### src/rtl/dmem_arbiter_if.sv
// Request/response bundle for one data-memory requester port of dmem_arbiter.
// The requester uses the master modport; the arbiter uses the slave modport.
interface dmem_arbiter_if;
    logic        req_valid;
    logic        req_ready;
    logic        req_we;
    logic [31:0] req_addr;
    logic [31:0] req_wdata;
    logic [2:0]  req_type;
    logic        rsp_valid;
    logic [31:0] rsp_rdata;
    logic [1:0]  rsp_offset;
    logic [2:0]  rsp_type;
    logic        rsp_err;

    modport master (
        output req_valid, req_we, req_addr, req_wdata, req_type,
        input  req_ready, rsp_valid, rsp_rdata, rsp_offset, rsp_type, rsp_err
    );

    modport slave (
        input  req_valid, req_we, req_addr, req_wdata, req_type,
        output req_ready, rsp_valid, rsp_rdata, rsp_offset, rsp_type, rsp_err
    );
endinterface

### src/rtl/dmem_arbiter.sv
// Two-port arbiter in front of a synchronous-read data memory (A has priority, B starvation guard).
// Define DMEM_ARB_ERR_EN to reject misaligned half/word accesses with an error response.
module dmem_arbiter #(
    parameter int DMEM_AW      = 14,
    parameter int STARVE_LIMIT = 8,
    parameter int CNT_W        = 4
) (
    input  logic               clk,
    input  logic               rst_n,
    dmem_arbiter_if.slave      a,
    dmem_arbiter_if.slave      b,
    output logic               dmem_en,
    output logic [3:0]         dmem_we,
    output logic [DMEM_AW-1:0] dmem_addr,
    output logic [31:0]        dmem_din,
    input  logic [31:0]        dmem_dout
);

    localparam logic [2:0] DMEM_LB  = 3'b000;
    localparam logic [2:0] DMEM_LH  = 3'b001;
    localparam logic [2:0] DMEM_LW  = 3'b010;
    localparam logic [2:0] DMEM_LBU = 3'b100;
    localparam logic [2:0] DMEM_LHU = 3'b101;

    localparam logic [CNT_W-1:0] WAIT_MAX = CNT_W'(STARVE_LIMIT);

    logic [CNT_W-1:0]   b_wait, b_wait_d;
    logic               force_b, grant_a, grant_b, accept;
    logic               sel_we;
    logic [DMEM_AW+1:0] sel_addr;
    logic [31:0]        sel_wdata;
    logic [2:0]         sel_type;
    logic [3:0]         lane_be;
    logic [31:0]        lane_din;
    logic               misalign;

    logic               rsp_valid_q, owner_b_q, load_q, err_q;
    logic [1:0]         offset_q;
    logic [2:0]         type_q;
    logic [31:0]        rsp_rdata;
    logic               own_a, own_b;

    // Grants are gated by rst_n so nothing is accepted while reset is held.
    assign force_b = (STARVE_LIMIT != 0) && (b_wait == WAIT_MAX);
    assign grant_b = rst_n & b.req_valid & (~a.req_valid | force_b);
    assign grant_a = rst_n & a.req_valid & ~grant_b;
    assign accept  = grant_a | grant_b;

    assign a.req_ready = grant_a;
    assign b.req_ready = grant_b;

    always_comb begin
        b_wait_d = b_wait;
        if (!b.req_valid || grant_b)
            b_wait_d = '0;
        else if (b_wait != WAIT_MAX)
            b_wait_d = b_wait + 1'b1;
    end

    assign sel_we    = grant_b ? b.req_we : a.req_we;
    assign sel_addr  = grant_b ? b.req_addr[DMEM_AW+1:0] : a.req_addr[DMEM_AW+1:0];
    assign sel_wdata = grant_b ? b.req_wdata : a.req_wdata;
    assign sel_type  = grant_b ? b.req_type : a.req_type;

    // NOTE: every output of this block gets a default first so no path leaves it unassigned (no latch).
    always_comb begin
        lane_be  = 4'b0000;
        lane_din = sel_wdata;
        misalign = 1'b0;
        case (sel_type)
            DMEM_LB, DMEM_LBU: begin
                lane_be  = 4'b0001 << sel_addr[1:0];
                lane_din = {4{sel_wdata[7:0]}};
            end
            DMEM_LH, DMEM_LHU: begin
                lane_be  = 4'b0011 << sel_addr[1:0];
                lane_din = {2{sel_wdata[15:0]}};
`ifdef DMEM_ARB_ERR_EN
                misalign = sel_addr[0];
`endif
            end
            DMEM_LW: begin
                lane_be  = 4'b1111;
`ifdef DMEM_ARB_ERR_EN
                misalign = (sel_addr[1:0] != 2'b00);
`endif
            end
            default: lane_be = 4'b0000;
        endcase
    end

    // A misaligned request is still handshaken but never reaches the memory.
    assign dmem_en   = accept & ~misalign;
    assign dmem_we   = (dmem_en && sel_we) ? lane_be : 4'b0000;
    assign dmem_addr = sel_addr[DMEM_AW+1:2];
    assign dmem_din  = lane_din;

    // NOTE: sequential state uses non-blocking assignments so all registers update together at the edge.
    always_ff @(posedge clk) begin
        if (!rst_n) begin
            b_wait      <= '0;
            rsp_valid_q <= 1'b0;
            owner_b_q   <= 1'b0;
            load_q      <= 1'b0;
            err_q       <= 1'b0;
            offset_q    <= 2'b00;
            type_q      <= 3'b000;
        end else begin
            b_wait      <= b_wait_d;
            rsp_valid_q <= accept;
            if (accept) begin
                owner_b_q <= grant_b;
                load_q    <= ~sel_we;
                err_q     <= misalign;
                offset_q  <= sel_addr[1:0];
                type_q    <= sel_type;
            end
        end
    end

    // Response valid is also masked by rst_n so an in-flight response is dropped immediately.
    assign own_a     = rst_n & rsp_valid_q & ~owner_b_q;
    assign own_b     = rst_n & rsp_valid_q &  owner_b_q;
    assign rsp_rdata = (load_q && !err_q) ? dmem_dout : 32'h0;

    assign a.rsp_valid  = own_a;
    assign a.rsp_rdata  = own_a ? rsp_rdata : 32'h0;
    assign a.rsp_offset = own_a ? offset_q : 2'b00;
    assign a.rsp_type   = own_a ? type_q : 3'b000;
    assign a.rsp_err    = own_a & err_q;

    assign b.rsp_valid  = own_b;
    assign b.rsp_rdata  = own_b ? rsp_rdata : 32'h0;
    assign b.rsp_offset = own_b ? offset_q : 2'b00;
    assign b.rsp_type   = own_b ? type_q : 3'b000;
    assign b.rsp_err    = own_b & err_q;

endmodule

### src/flat_wrapper.sv
// flat-port wrapper written by rule: the top's interface ports become plain ports
module dmem_arbiter_flat 
#(
    parameter int DMEM_AW      = 14,
    parameter int STARVE_LIMIT = 8,
    parameter int CNT_W        = 4
)
  (clk, rst_n, dmem_en, dmem_we, dmem_addr, dmem_din, dmem_dout, a_req_valid, a_req_we, a_req_addr, a_req_wdata, a_req_type, a_req_ready, a_rsp_valid, a_rsp_rdata, a_rsp_offset, a_rsp_type, a_rsp_err, b_req_valid, b_req_we, b_req_addr, b_req_wdata, b_req_type, b_req_ready, b_rsp_valid, b_rsp_rdata, b_rsp_offset, b_rsp_type, b_rsp_err);
  dmem_arbiter_if a_i ();
  dmem_arbiter_if b_i ();
  input  logic clk;
  input  logic rst_n;
  output logic dmem_en;
  output logic [3:0] dmem_we;
  output logic [DMEM_AW-1:0] dmem_addr;
  output logic [31:0] dmem_din;
  input  logic [31:0] dmem_dout;
  input wire logic [$bits(a_i.req_valid)-1:0] a_req_valid;
  input wire logic [$bits(a_i.req_we)-1:0] a_req_we;
  input wire logic [$bits(a_i.req_addr)-1:0] a_req_addr;
  input wire logic [$bits(a_i.req_wdata)-1:0] a_req_wdata;
  input wire logic [$bits(a_i.req_type)-1:0] a_req_type;
  output wire logic [$bits(a_i.req_ready)-1:0] a_req_ready;
  output wire logic [$bits(a_i.rsp_valid)-1:0] a_rsp_valid;
  output wire logic [$bits(a_i.rsp_rdata)-1:0] a_rsp_rdata;
  output wire logic [$bits(a_i.rsp_offset)-1:0] a_rsp_offset;
  output wire logic [$bits(a_i.rsp_type)-1:0] a_rsp_type;
  output wire logic [$bits(a_i.rsp_err)-1:0] a_rsp_err;
  input wire logic [$bits(b_i.req_valid)-1:0] b_req_valid;
  input wire logic [$bits(b_i.req_we)-1:0] b_req_we;
  input wire logic [$bits(b_i.req_addr)-1:0] b_req_addr;
  input wire logic [$bits(b_i.req_wdata)-1:0] b_req_wdata;
  input wire logic [$bits(b_i.req_type)-1:0] b_req_type;
  output wire logic [$bits(b_i.req_ready)-1:0] b_req_ready;
  output wire logic [$bits(b_i.rsp_valid)-1:0] b_rsp_valid;
  output wire logic [$bits(b_i.rsp_rdata)-1:0] b_rsp_rdata;
  output wire logic [$bits(b_i.rsp_offset)-1:0] b_rsp_offset;
  output wire logic [$bits(b_i.rsp_type)-1:0] b_rsp_type;
  output wire logic [$bits(b_i.rsp_err)-1:0] b_rsp_err;
  assign a_i.req_valid = a_req_valid;
  assign a_i.req_we = a_req_we;
  assign a_i.req_addr = a_req_addr;
  assign a_i.req_wdata = a_req_wdata;
  assign a_i.req_type = a_req_type;
  assign a_req_ready = a_i.req_ready;
  assign a_rsp_valid = a_i.rsp_valid;
  assign a_rsp_rdata = a_i.rsp_rdata;
  assign a_rsp_offset = a_i.rsp_offset;
  assign a_rsp_type = a_i.rsp_type;
  assign a_rsp_err = a_i.rsp_err;
  assign b_i.req_valid = b_req_valid;
  assign b_i.req_we = b_req_we;
  assign b_i.req_addr = b_req_addr;
  assign b_i.req_wdata = b_req_wdata;
  assign b_i.req_type = b_req_type;
  assign b_req_ready = b_i.req_ready;
  assign b_rsp_valid = b_i.rsp_valid;
  assign b_rsp_rdata = b_i.rsp_rdata;
  assign b_rsp_offset = b_i.rsp_offset;
  assign b_rsp_type = b_i.rsp_type;
  assign b_rsp_err = b_i.rsp_err;
  dmem_arbiter #(.DMEM_AW(DMEM_AW), .STARVE_LIMIT(STARVE_LIMIT), .CNT_W(CNT_W)) u_core (.clk(clk), .rst_n(rst_n), .a(a_i), .b(b_i), .dmem_en(dmem_en), .dmem_we(dmem_we), .dmem_addr(dmem_addr), .dmem_din(dmem_din), .dmem_dout(dmem_dout));
endmodule
### config.mk
export PLATFORM = sky130hd
export DESIGN_NAME = dmem_arbiter_flat
export DESIGN_NICKNAME = d
export VERILOG_FILES = /design/src/rtl/dmem_arbiter_if.sv /design/src/rtl/dmem_arbiter.sv /design/src/flat_wrapper.sv
export SDC_FILE = /design/constraint.sdc
export NUM_CORES = 1
export LEC_CHECK = 0
export CORE_AREA = 5 5 116 118
export CTS_CLUSTER_DIAMETER = 60
export DETAILED_ROUTE_END_ITERATION = 6
export DIE_AREA = 0 0 121 123
export PLACE_DENSITY = 0.78
export SLEW_MARGIN = 30
export SYNTH_ARGS = -nofsm -noshare
export SYNTH_HDL_FRONTEND = slang
export SYNTH_SLANG_ARGS = --single-unit
### constraint.sdc
create_clock -name clk -period 2 [get_ports clk]
set_input_delay 0.4 -clock clk [delete_from_list [all_inputs] [get_ports clk]]
set_output_delay 0.4 -clock clk [all_outputs]
set_load 0.1 [all_outputs]
==> flow_summary.json, run 1 <==
{
  "status": "finished with violations",
  "violations": "setup timing",
  "synth-xor-area-share_pct": 0.691,
  "synth-simple-area-share_pct": 43.8,
  "cts_hold_buf": 0,
  "netlist_area_sq_um": 2530,
  "num_vias": 4491,
  "die_w_um": 121,
  "dieArea_sq_um": 14900,
  "synth-edff-count": 0,
  "clk_pin_slew_worst_paths_ps": 40,
  "area_growth_pct": 259,
  "max_cap_viol_count": 0,
  "initial_utilization_pct": 20.5,
  "p_total_mw": 3.09,
  "netlist.area_leader.share_pct": 19.0,
  "synth_compound_area_share_pct": 19.0,
  "overflow": 0,
  "clock_latency_ps": 240,
  "htreeDepth": 1,
  "finClkSkew_ps": 2.45,
  "swShare_pct": 50.0,
  "endpoint_kind": "output pin",
  "grt_pass1_wl_um": 24300,
  "drt_wl_total_um": 17400,
  "drive_above_1_share_pct": 58.4,
  "cp-endpoint": "dmem_din[20]",
  "core_area_sq_um": 12400,
  "rows": 41,
  "synthAdderAreaFrac_pct": 0.988,
  "p_sw_mw": 1.54,
  "grt_max_degree": 33,
  "cp_common_cell": "buf_12",
  "nets": 957,
  "antenna_found_initial": 1,
  "pwr-share-seq_pct": 8.5,
  "crit_path_start_kind": "register",
  "fmax_ghz": 0.431,
  "synth_top_family_by_area": "simple AND/OR/NAND/NOR gates",
  "p_int_mw": 1.55,
  "ff2ff_path_depth": 10,
  "ys_seq_area_share_pct": 9.48,
  "cp_slowest_cell": "dfxtp_2",
  "holdWs_ps": 498,
  "drt_iter0_drc": 146,
  "postSynthAreaPerCell_sq_um": 5.67,
  "pwr-share-clk_pct": 11.4,
  "clock_path_buffers": 2,
  "ys_warn_count": 0,
  "drc": 0,
  "synth_cell_types": 34,
  "crit_type": "register to output pin",
  "power_density_nw_per_um2": 340,
  "ir_drop_uv": 272,
  "first_pass_iters": 4,
  "min_period_over_period_pct": 116,
  "cp_cell_sequence": "inv_2, ha_4, nand3b_4, a21o_4, buf_12, buf_12, a211oi_2, buf_4, a21oi_4, buf_12",
  "critPathMaxFanout": 5,
  "drtAntennaViolNets": 0,
  "setup_viol": 51,
  "cts_tree": "done",
  "rsz0062_at_grt": "yes",
  "syn_inst": 447,
  "async_flop_share_pct": 0,
  "cts-buffers-inserted": 3,
  "cp.arrival_ps": 1920,
  "io_pins": 303,
  "reg2reg_from": "u_core.b_wait[0]",
  "hold_viol": 0,
  "p_leak_nw": 3.54,
  "muxShareOfSynthArea_pct": 12.6,
  "place_hpwl_um": 13100,
  "pwr-share-comb_pct": 80.1,
  "synth_flop_cell": "dfxtp_1",
  "cts.sink_count": 12,
  "gp_congestion": 0.803,
  "critical_path_required_ps": 1600,
  "viasPerCell": 4.71,
  "ff2ff_setup_slack_ps": 320,
  "timing.final.ws_setup_ps": -319,
  "cp_slowest_stage_delay_ps": 310,
  "startpoint": "u_core.b_wait[0]",
  "wl_per_cell_um": 18.3,
  "grt_pass1_vias": 4756,
  "synth.area.top_cells": "nand2_1, mux2i_1, nor2_1",
  "period_needed_ps": 2320,
  "synth-seq-cells": 12,
  "slew_viol_final": 0,
  "grt_usage_pct": 20.3,
  "yosysTopAreaCell": "nand2_1",
  "cts_root_buffer": "clkbuf_16",
  "hold_class": "register to register",
  "r2r-end": "u_core.type_q[1]",
  "io_buffers": 268,
  "die_h_um": 123
}
per-stage QoR:
step | area (sq um) | setup TNS (ps) | cells | util, % | setup slack, ps
after global routing | 9090 | -14100 | 953 | 73.5 | -421
final | 9090 | -10120 | 954 | 73.6 | -319
after floorplan | 3480 | -6890 | 448 | - | -243
after CTS | 8710 | -11260 | 942 | 70.5 | -305
after detailed placement | 8060 | -35310 | 920 | 65.2 | -403
after global placement | 8060 | -33880 | 920 | 65.2 | -388
repair_timing:
action / 4_1_cts / 5_1_grt
hold endpoints to repair: 0 / 0
setup endpoints to repair: 127 / 87
resized for setup: 106 / 73
pin swaps: 49 / 29
setup buffers: 19 / 12
gates cloned: 2 / 3
power by group through the flow:
stage / logic, mW / clock network (mW) / registers (mW)
after CTS: 2.38 / 0.356 / 0.264
final: 2.48 / 0.352 / 0.264
after detailed placement: 2.26 / 0 / 0.268
after floorplan: 1.31 / 0 / 0.263
after global routing: 2.56 / 0.364 / 0.266
after global placement: 2.24 / 0 / 0.267
cells in the final DEF, fill, tap and decap left out, types with 10 or more instances in the layout:
cell type        instances
a21oi_4                 18
clkdlybuf4s50_1        131
dfxtp_1                 10
buf_12                 144
buf_4                   66
mux2i_1                 25
nor2_2                  18
a211oi_4                10
nand2_1                 68
nor2b_1                 16
nor2_1                  17
nand2_2                 26
nor2_4                  47
nand2_4                 34
buf_6                   20
o21ai_0                 14
o21ai_4                 11
area by class of cell:
cell class | count | area, sq um
Fill cell | 767 | 3270
Sequential cell | 12 | 243
Clock buffer | 3 | 75.1
Timing Repair Buffer | 380 | 5190
Antenna cell | 1 | 2.50
Multi-Input combinational cell | 380 | 3330
Tap cell | 172 | 215
Inverter | 6 | 38.8
routing by layer:
layer | share of wire, % | wire length (um) | track usage (%) | up-vias
met5 | 0 | 0 | 0 | -
met4 | 2.0 | 342 | 3.26 | 0
met3 | 9.0 | 1570 | 5.76 | 28
met2 | 55 | 9590 | 41.7 | 220
met1 | 34 | 5940 | 20.4 | 2116
li1 | - | - | - | 2127
cells in the mapped netlist (2+ instances only):
| cell | n |
|---|---|
| buf_4 | 20 |
| o21a_1 | 2 |
| nand3_1 | 2 |
| buf_6 | 4 |
| and2_1 | 10 |
| mux2i_1 | 32 |
| dfxtp_1 | 12 |
| a21oi_1 | 29 |
| nand2_1 | 128 |
| nand2b_1 | 2 |
| and3_1 | 2 |
| ha_1 | 2 |
| nor3_1 | 9 |
| nand3b_1 | 2 |
| nor2_1 | 81 |
| buf_2 | 12 |
| inv_1 | 5 |
| clkbuf_1 | 14 |
| a31oi_1 | 5 |
| o21ai_0 | 27 |
| nor3b_1 | 2 |
| nor2b_1 | 16 |
| a211oi_1 | 18 |
cell families (layout without fill, tap and decap cells):
| family | after synthesis | in the layout |
|---|---|---|
| AOI/OAI and AO/OA | 83 | 83 |
| xor gates and xnor gates | 2 | 2 |
| adders and majority gates | 2 | 2 |
| buffers and inverters | 56 | 389 |
| DFF | 12 | 12 |
| muxes | 32 | 32 |
| other | 1 | 3 |
| and+or+nand+nor | 259 | 259 |
flip-flops by register name, indices dropped and copies added (netlist names):
register,flops
u_core.owner_b_q,1
u_core.offset_q,2
u_core.load_q,1
u_core.b_wait,4
u_core.type_q,3
u_core.rsp_valid_q,1
worst max-delay path, delay by kind of cell (launching register included):
family / cells / cell delay [ps]
flip-flops: 1 / 310
adder cells (fa/ha/maj): 1 / 140
AND/OR/NAND/NOR: 1 / 80
buffers and inverters: 5 / 670
AO/OA/AOI/OAI: 3 / 470
worst min-delay path by stage:
stage / end / from / cells after the start
after global placement: u_core.owner_b_q / u_core.owner_b_q / 2
final: u_core.owner_b_q / u_core.owner_b_q / 2
after floorplan: u_core.b_wait[0] / u_core.b_wait[0] / 1
after detailed placement: u_core.owner_b_q / u_core.owner_b_q / 2
after global routing: u_core.owner_b_q / u_core.owner_b_q / 2
after CTS: u_core.owner_b_q / u_core.owner_b_q / 2
No activity file was read; power rests on OpenSTA's default activity.
==> run 2: changes to the inputs <==
--- a/config.mk
+++ b/config.mk
@@ -5,11 +5,12 @@
 export SDC_FILE = /design/constraint.sdc
 export NUM_CORES = 1
 export LEC_CHECK = 0
-export CORE_AREA = 5 5 116 118
+export CORE_AREA = 2 2 119 121
 export CTS_CLUSTER_DIAMETER = 60
 export DETAILED_ROUTE_END_ITERATION = 6
 export DIE_AREA = 0 0 121 123
-export PLACE_DENSITY = 0.78
+export PLACE_DENSITY = 0.72
+export RECOVER_POWER = 100
 export SLEW_MARGIN = 30
 export SYNTH_ARGS = -nofsm -noshare
 export SYNTH_HDL_FRONTEND = slang
==> run 2 against run 1 <==
The flow still finishes with violations (setup timing). Critical endpoint is now dmem_din[15]. Hold slack got worse by 9.0 ps. Sequential share of layout area is 0.24 points higher. Via count fell by 3.0%. Utilization fell by 12 points. Maximum frequency rose by 4.1%. Clock skew is 1.7 ps lower. Final cell count rose by 0.63%.
==> flow_summary.json, run 2 (synthesized netlist as in run 1, its figures left out) <==
{
  "slew_viol_final": 0,
  "preCtsSetupSlack_ps": -426,
  "cp_cell_sequence": "inv_2, ha_4, nand3b_4, a21o_4, clkinv_8, buf_12, buf_6, a21oi_4, buf_12",
  "dpl.cell_count": 933,
  "grt_pass1_wl_um": 23600,
  "cp_common_cell": "buf_12",
  "core_area_sq_um": 13600,
  "top_register": "u_core.b_wait",
  "final_common_cell": "clkdlybuf4s50_1",
  "clock_path_buffers": 2,
  "hold_viol": 0,
  "layout_common_cells": "clkdlybuf4s50_1, buf_12, nand2_1, buf_4, buf_6",
  "io_pins": 303,
  "fillers": 1125,
  "cts.sink_count": 12,
  "drt_wl_total_um": 15700,
  "dieArea_sq_um": 14900,
  "rows": 43,
  "setup_viol": 51,
  "grt_pass1_vias": 4690,
  "period_needed_ps": 2230,
  "crit_type": "register to output pin",
  "drt_iter0_drc": 130,
  "area_growth_pct": 229,
  "endpoint_kind": "output pin",
  "cp_slowest_stage_delay_ps": 320,
  "clock_latency_ps": 240,
  "gp_congestion": 0.815,
  "overflow": 0,
  "rsz0062_at_grt": "yes",
  "setup_tns_ps": -8600,
  "reg_top3": "u_core.b_wait x4, u_core.type_q x3, u_core.offset_q x2",
  "cts-buffers-inserted": 3,
  "drtAntennaViolNets": 0,
  "clk_pin_slew_worst_paths_ps": 40,
  "crit_path_start_kind": "register",
  "max_cap_viol_count": 0,
  "viasPerCell": 4.54,
  "cp.arrival_ps": 1830,
  "num_vias": 4357,
  "cts_tree": "done",
  "cts_hold_buf": 0,
  "htreeDepth": 1,
  "largest_reg_flops": 4,
  "drive_above_1_share_pct": 53.8,
  "finalNonFillerCells": 960,
  "critical_path_required_ps": 1600,
  "drc": 0,
  "grt_usage_pct": 19.8,
  "die_h_um": 123,
  "finClkSkew_ps": 0.726,
  "p_leak_nw": 3.32,
  "cp_slowest_cell": "dfxtp_2",
  "violations": "setup timing",
  "initial_utilization_pct": 18.6,
  "wl_per_cell_um": 16.4,
  "timing.final.ws_setup_ps": -228,
  "cts_root_buffer": "clkbuf_16",
  "status": "finished with violations",
  "first_pass_iters": 4,
  "io_buffers": 268,
  "hold_class": "register to register",
  "antenna_found_initial": 1,
  "power_density_nw_per_um2": 366,
  "grt_max_degree": 27,
  "nets": 954,
  "fmax_ghz": 0.449,
  "critPathMaxFanout": 8,
  "holdWs_ps": 489,
  "p_total_mw": 3.05,
  "die_w_um": 121,
  "ir_drop_uv": 271,
  "min_period_over_period_pct": 111,
  "place_hpwl_um": 12500
}
[run 2: cell count changes in the layout (fill, tap and decap cells not counted), moves of 5 or more]
cell             previous run  this run
nor2_1                     17        27
clkdlybuf4s50_1           131       125
nand2_1                    68        88
buf_12                    144        89
mux2i_4                     2         8
nor2_4                     47        41
nand2_4                    34        14
buf_4                      66        79
buf_6                      20        47
and2_4                      5         0
clkbuf_4                    0        10
[run 2: layout make-up]
cell class / count / area (sq um) / share of cell area (%)
repair buffers: 376 / 4560 / 54.7
multi-input cells: 380 / 3170 / 38.0
flip-flops and latches: 12 / 243 / 2.91
well taps: 180 / 225 / 2.70
clock buffers: 4 / 88.8 / 1.07
inverters: 6 / 38.8 / 0.465
repair inverters: 1 / 8.76 / 0.105
diodes: 1 / 2.50 / 0.0300
[run 2: final timing paths]
| check | from | end | slack, ps | cells past startpoint |
|---|---|---|---|---|
| worst min register to register | u_core.owner_b_q | u_core.owner_b_q | 490 | 2 |
| worst max-delay path | u_core.b_wait[1] | dmem_din[15] | -230 | 9 |
| worst min-delay path | u_core.owner_b_q | u_core.owner_b_q | 490 | 2 |
| worst max register to register | u_core.b_wait[1] | u_core.type_q[1] | 390 | 9 |
[run 2: per-layer routing]
metal | track usage (%) | wire length (um) | vias to the layer above
met2 | 39.5 | 8510 | 211
met4 | 5.09 | 259 | 0
met1 | 19.9 | 5500 | 2004
met5 | 0 | 0 | -
met3 | 5.72 | 1430 | 16
li1 | - | - | 2126
[run 2: metrics by stage]
stage               util [%]  area [sq um]
floorplan                  -          3480
global placement        59.6          8110
detailed placement      59.6          8110
global route            61.3          8340
CTS                     64.0          8710
finish                  61.3          8340
[run 2: timing repair]
| action | in CTS | in global routing |
|---|---|---|
| resized for setup | 86 | 48 |
| hold endpoints to repair | 0 | 0 |
| buffers inserted | 14 | 4 |
| pin swaps | 22 | 19 |
| endpoints found under the setup margin | 128 | 52 |
| cloned | 4 | 1 |
[run 2: worst max-delay path: cells and delay by family, from the launching register on]
family / cells / cell delay [ps]
simple gates: 1 / 80
fa+ha+maj: 1 / 160
buf+inv: 5 / 640
compound gates: 2 / 380
flops: 1 / 320
[run 2: where the power goes]
part	leakage (nW)	switching (mW)	internal (mW)
clock network	0.0442	0.0990	0.301
logic	3.18	1.40	0.992
registers	0.0997	0.00903	0.254
total	3.32	1.51	1.55
==> run 3: changes to the inputs <==
--- a/config.mk
+++ b/config.mk
@@ -5,11 +5,12 @@
 export SDC_FILE = /design/constraint.sdc
 export NUM_CORES = 1
 export LEC_CHECK = 0
-export CORE_AREA = 2 2 119 121
+export CELL_PAD_IN_SITES_DETAIL_PLACEMENT = 0
+export CELL_PAD_IN_SITES_GLOBAL_PLACEMENT = 1
+export CORE_UTILIZATION = 16
 export CTS_CLUSTER_DIAMETER = 60
 export DETAILED_ROUTE_END_ITERATION = 6
-export DIE_AREA = 0 0 121 123
-export PLACE_DENSITY = 0.72
+export PLACE_DENSITY = 0.95
 export RECOVER_POWER = 100
 export SLEW_MARGIN = 30
 export SYNTH_ARGS = -nofsm -noshare
==> run 3 against run 2 <==
The flow still finishes with violations (setup timing). Critical path depth rose by 1. Die area rose by 9.8%. Clock skew barely moved. Flip-flop and latch count did not move. Maximum frequency fell by 1.5%. Final cell count rose by 3.3%. Total power rose by 0.22%. First-iteration DRC count fell by 43%. Worst setup slack got worse by 33 ps. Via count rose by 0.85%. Count of clock-buffer cells in the layout fell by 1. Critical endpoint is now dmem_din[9]. Highest routed layer unchanged.
==> flow_summary.json, run 3 (synthesized netlist as in run 1, its figures left out) <==
{
  "drc": 0,
  "p_leak_nw": 3.52,
  "setup_viol": 93,
  "grt_usage_pct": 18.4,
  "drt_wl_total_um": 15600,
  "cp_cell_sequence": "inv_2, ha_4, nand3b_4, a21o_4, buf_12, inv_8, buf_12, a211oi_4, a21oi_4, buf_12",
  "post-route-util_pct": 59.1,
  "drt_iter0_drc": 74,
  "htreeDepth": 1,
  "crit_type": "register to output pin",
  "cp.arrival_ps": 1860,
  "cp_slowest_cell": "dfxtp_2",
  "reg_top3": "u_core.b_wait x4, u_core.type_q x3, u_core.offset_q x2",
  "layout_common_cells": "buf_12, clkdlybuf4s50_1, nand2_1, buf_4, nor2_4",
  "cp_common_cell": "buf_12",
  "period_needed_ps": 2260,
  "violations": "setup timing",
  "overflow": 0,
  "largest_reg_flops": 4,
  "p_total_mw": 3.06,
  "top_usage_layer": "met2",
  "rsz0062_at_grt": "yes",
  "wl_per_cell_um": 15.7,
  "max_cap_viol_count": 0,
  "critPathMaxFanout": 7,
  "die_h_um": 128,
  "fmax_ghz": 0.442,
  "area_growth_pct": 257,
  "final_common_cell": "buf_12",
  "drtAntennaViolNets": 0,
  "slew_viol_final": 0,
  "io_buffers": 268,
  "min_period_over_period_pct": 113,
  "use_met2_pct": 37.6,
  "hold_viol": 0,
  "endpoint_kind": "output pin",
  "nets": 957,
  "num_vias": 4394,
  "finClkSkew_ps": 0.896,
  "grt.met1_usage_pct": 17.8,
  "grt_max_degree": 33,
  "first_pass_iters": 4,
  "rows": 45,
  "clock_latency_ps": 230,
  "preCtsSetupSlack_ps": -453,
  "cts_tree": "done",
  "core_area_sq_um": 15300,
  "grtUsageMet3_pct": 4.13,
  "dieArea_sq_um": 16300,
  "top_register": "u_core.b_wait",
  "cp_slowest_stage_delay_ps": 310,
  "fillers": 1208,
  "cts_root_buffer": "clkbuf_16",
  "crit_path_start_kind": "register",
  "hold_class": "register to register",
  "viasPerCell": 4.43,
  "setup_tns_ps": -11430,
  "critical_path_required_ps": 1600,
  "io_pins": 303,
  "initial_utilization_pct": 16.5,
  "drive_above_1_share_pct": 55.7,
  "ir_drop_uv": 243,
  "status": "finished with violations",
  "clock_path_buffers": 2,
  "power_density_nw_per_um2": 338,
  "holdWs_ps": 501,
  "cts.sink_count": 12,
  "clk_pin_slew_worst_paths_ps": 40,
  "timing.final.ws_setup_ps": -261,
  "die_w_um": 128,
  "cts_hold_buf": 0,
  "grt_pass1_wl_um": 23600,
  "antenna_found_initial": 0,
  "cts-buffers-inserted": 3,
  "n_antenna_cell": 0,
  "gp_congestion": 0.781,
  "place_hpwl_um": 12400,
  "grt_pass1_vias": 4625
}
## run 3: cell types whose count changed in the layout (fill, tap and decap cells not counted), sizes merged
cell and delta:
clkdlybuf4s50 +5, clkbuf -11, bufbuf +1, dlymetal6s2s -5, inv +1, clkdlybuf4s15 +1, buf +10, diode -1
## run 3: final timing paths
kind                      endpoint  slack (ps)        startpoint  depth (start not counted)
hold reg to reg   u_core.owner_b_q         500  u_core.owner_b_q                          2
hold / removal    u_core.owner_b_q         500  u_core.owner_b_q                          2
setup reg to reg  u_core.type_q[2]         310  u_core.b_wait[1]                         11
setup / recovery       dmem_din[9]        -260  u_core.b_wait[1]                         10
## run 3: layer usage
metal	vias to the layer above	wire, um
li1	2130	-
met1	2026	5060
met2	212	8820
met3	26	1290
met4	0	395
met5	-	0
## run 3: cell type report
cell class                 instances  area [sq um]  share of cell area [%]
clock buffer                       3          75.1                   0.829
inverter                           6          52.6                   0.580
multi-input combinational        380          3240                    35.8
sequential                        12           243                    2.68
tap                              211           264                    2.91
timing repair buffer             378          5150                    56.9
timing repair inverter             2          27.5                   0.304
## run 3: stage by stage
step / instance area (sq um) / std cells
after floorplan: 3480 / 448
after global placement: 8190 / 964
after detailed placement: 8190 / 964
after CTS: 8950 / 988
after global routing: 9060 / 992
final: 9060 / 992
## run 3: timing repair
item	CTS	global route
resized for setup	117	37
setup endpoints to repair	128	56
pin swaps	40	18
gates cloned	5	2
buffers inserted	18	3
## run 3: critical path: cells and delay by family (launching register included)
kind / cells / cell delay, ps
flip-flops: 1 / 310
AND/OR/NAND/NOR: 1 / 80
adder cells (fa/ha/maj): 1 / 150
AO/OA/AOI/OAI: 3 / 440
buffers and inverters: 5 / 630
## run 3: power breakdown
part | switching (mW) | leakage (nW) | internal, mW | total [mW]
Clock | 0.0898 | 0.0370 | 0.259 | 0.349
Combinational | 1.42 | 3.38 | 1.03 | 2.45
Sequential | 0.0117 | 0.0997 | 0.254 | 0.265
Total | 1.52 | 3.52 | 1.54 | 3.06
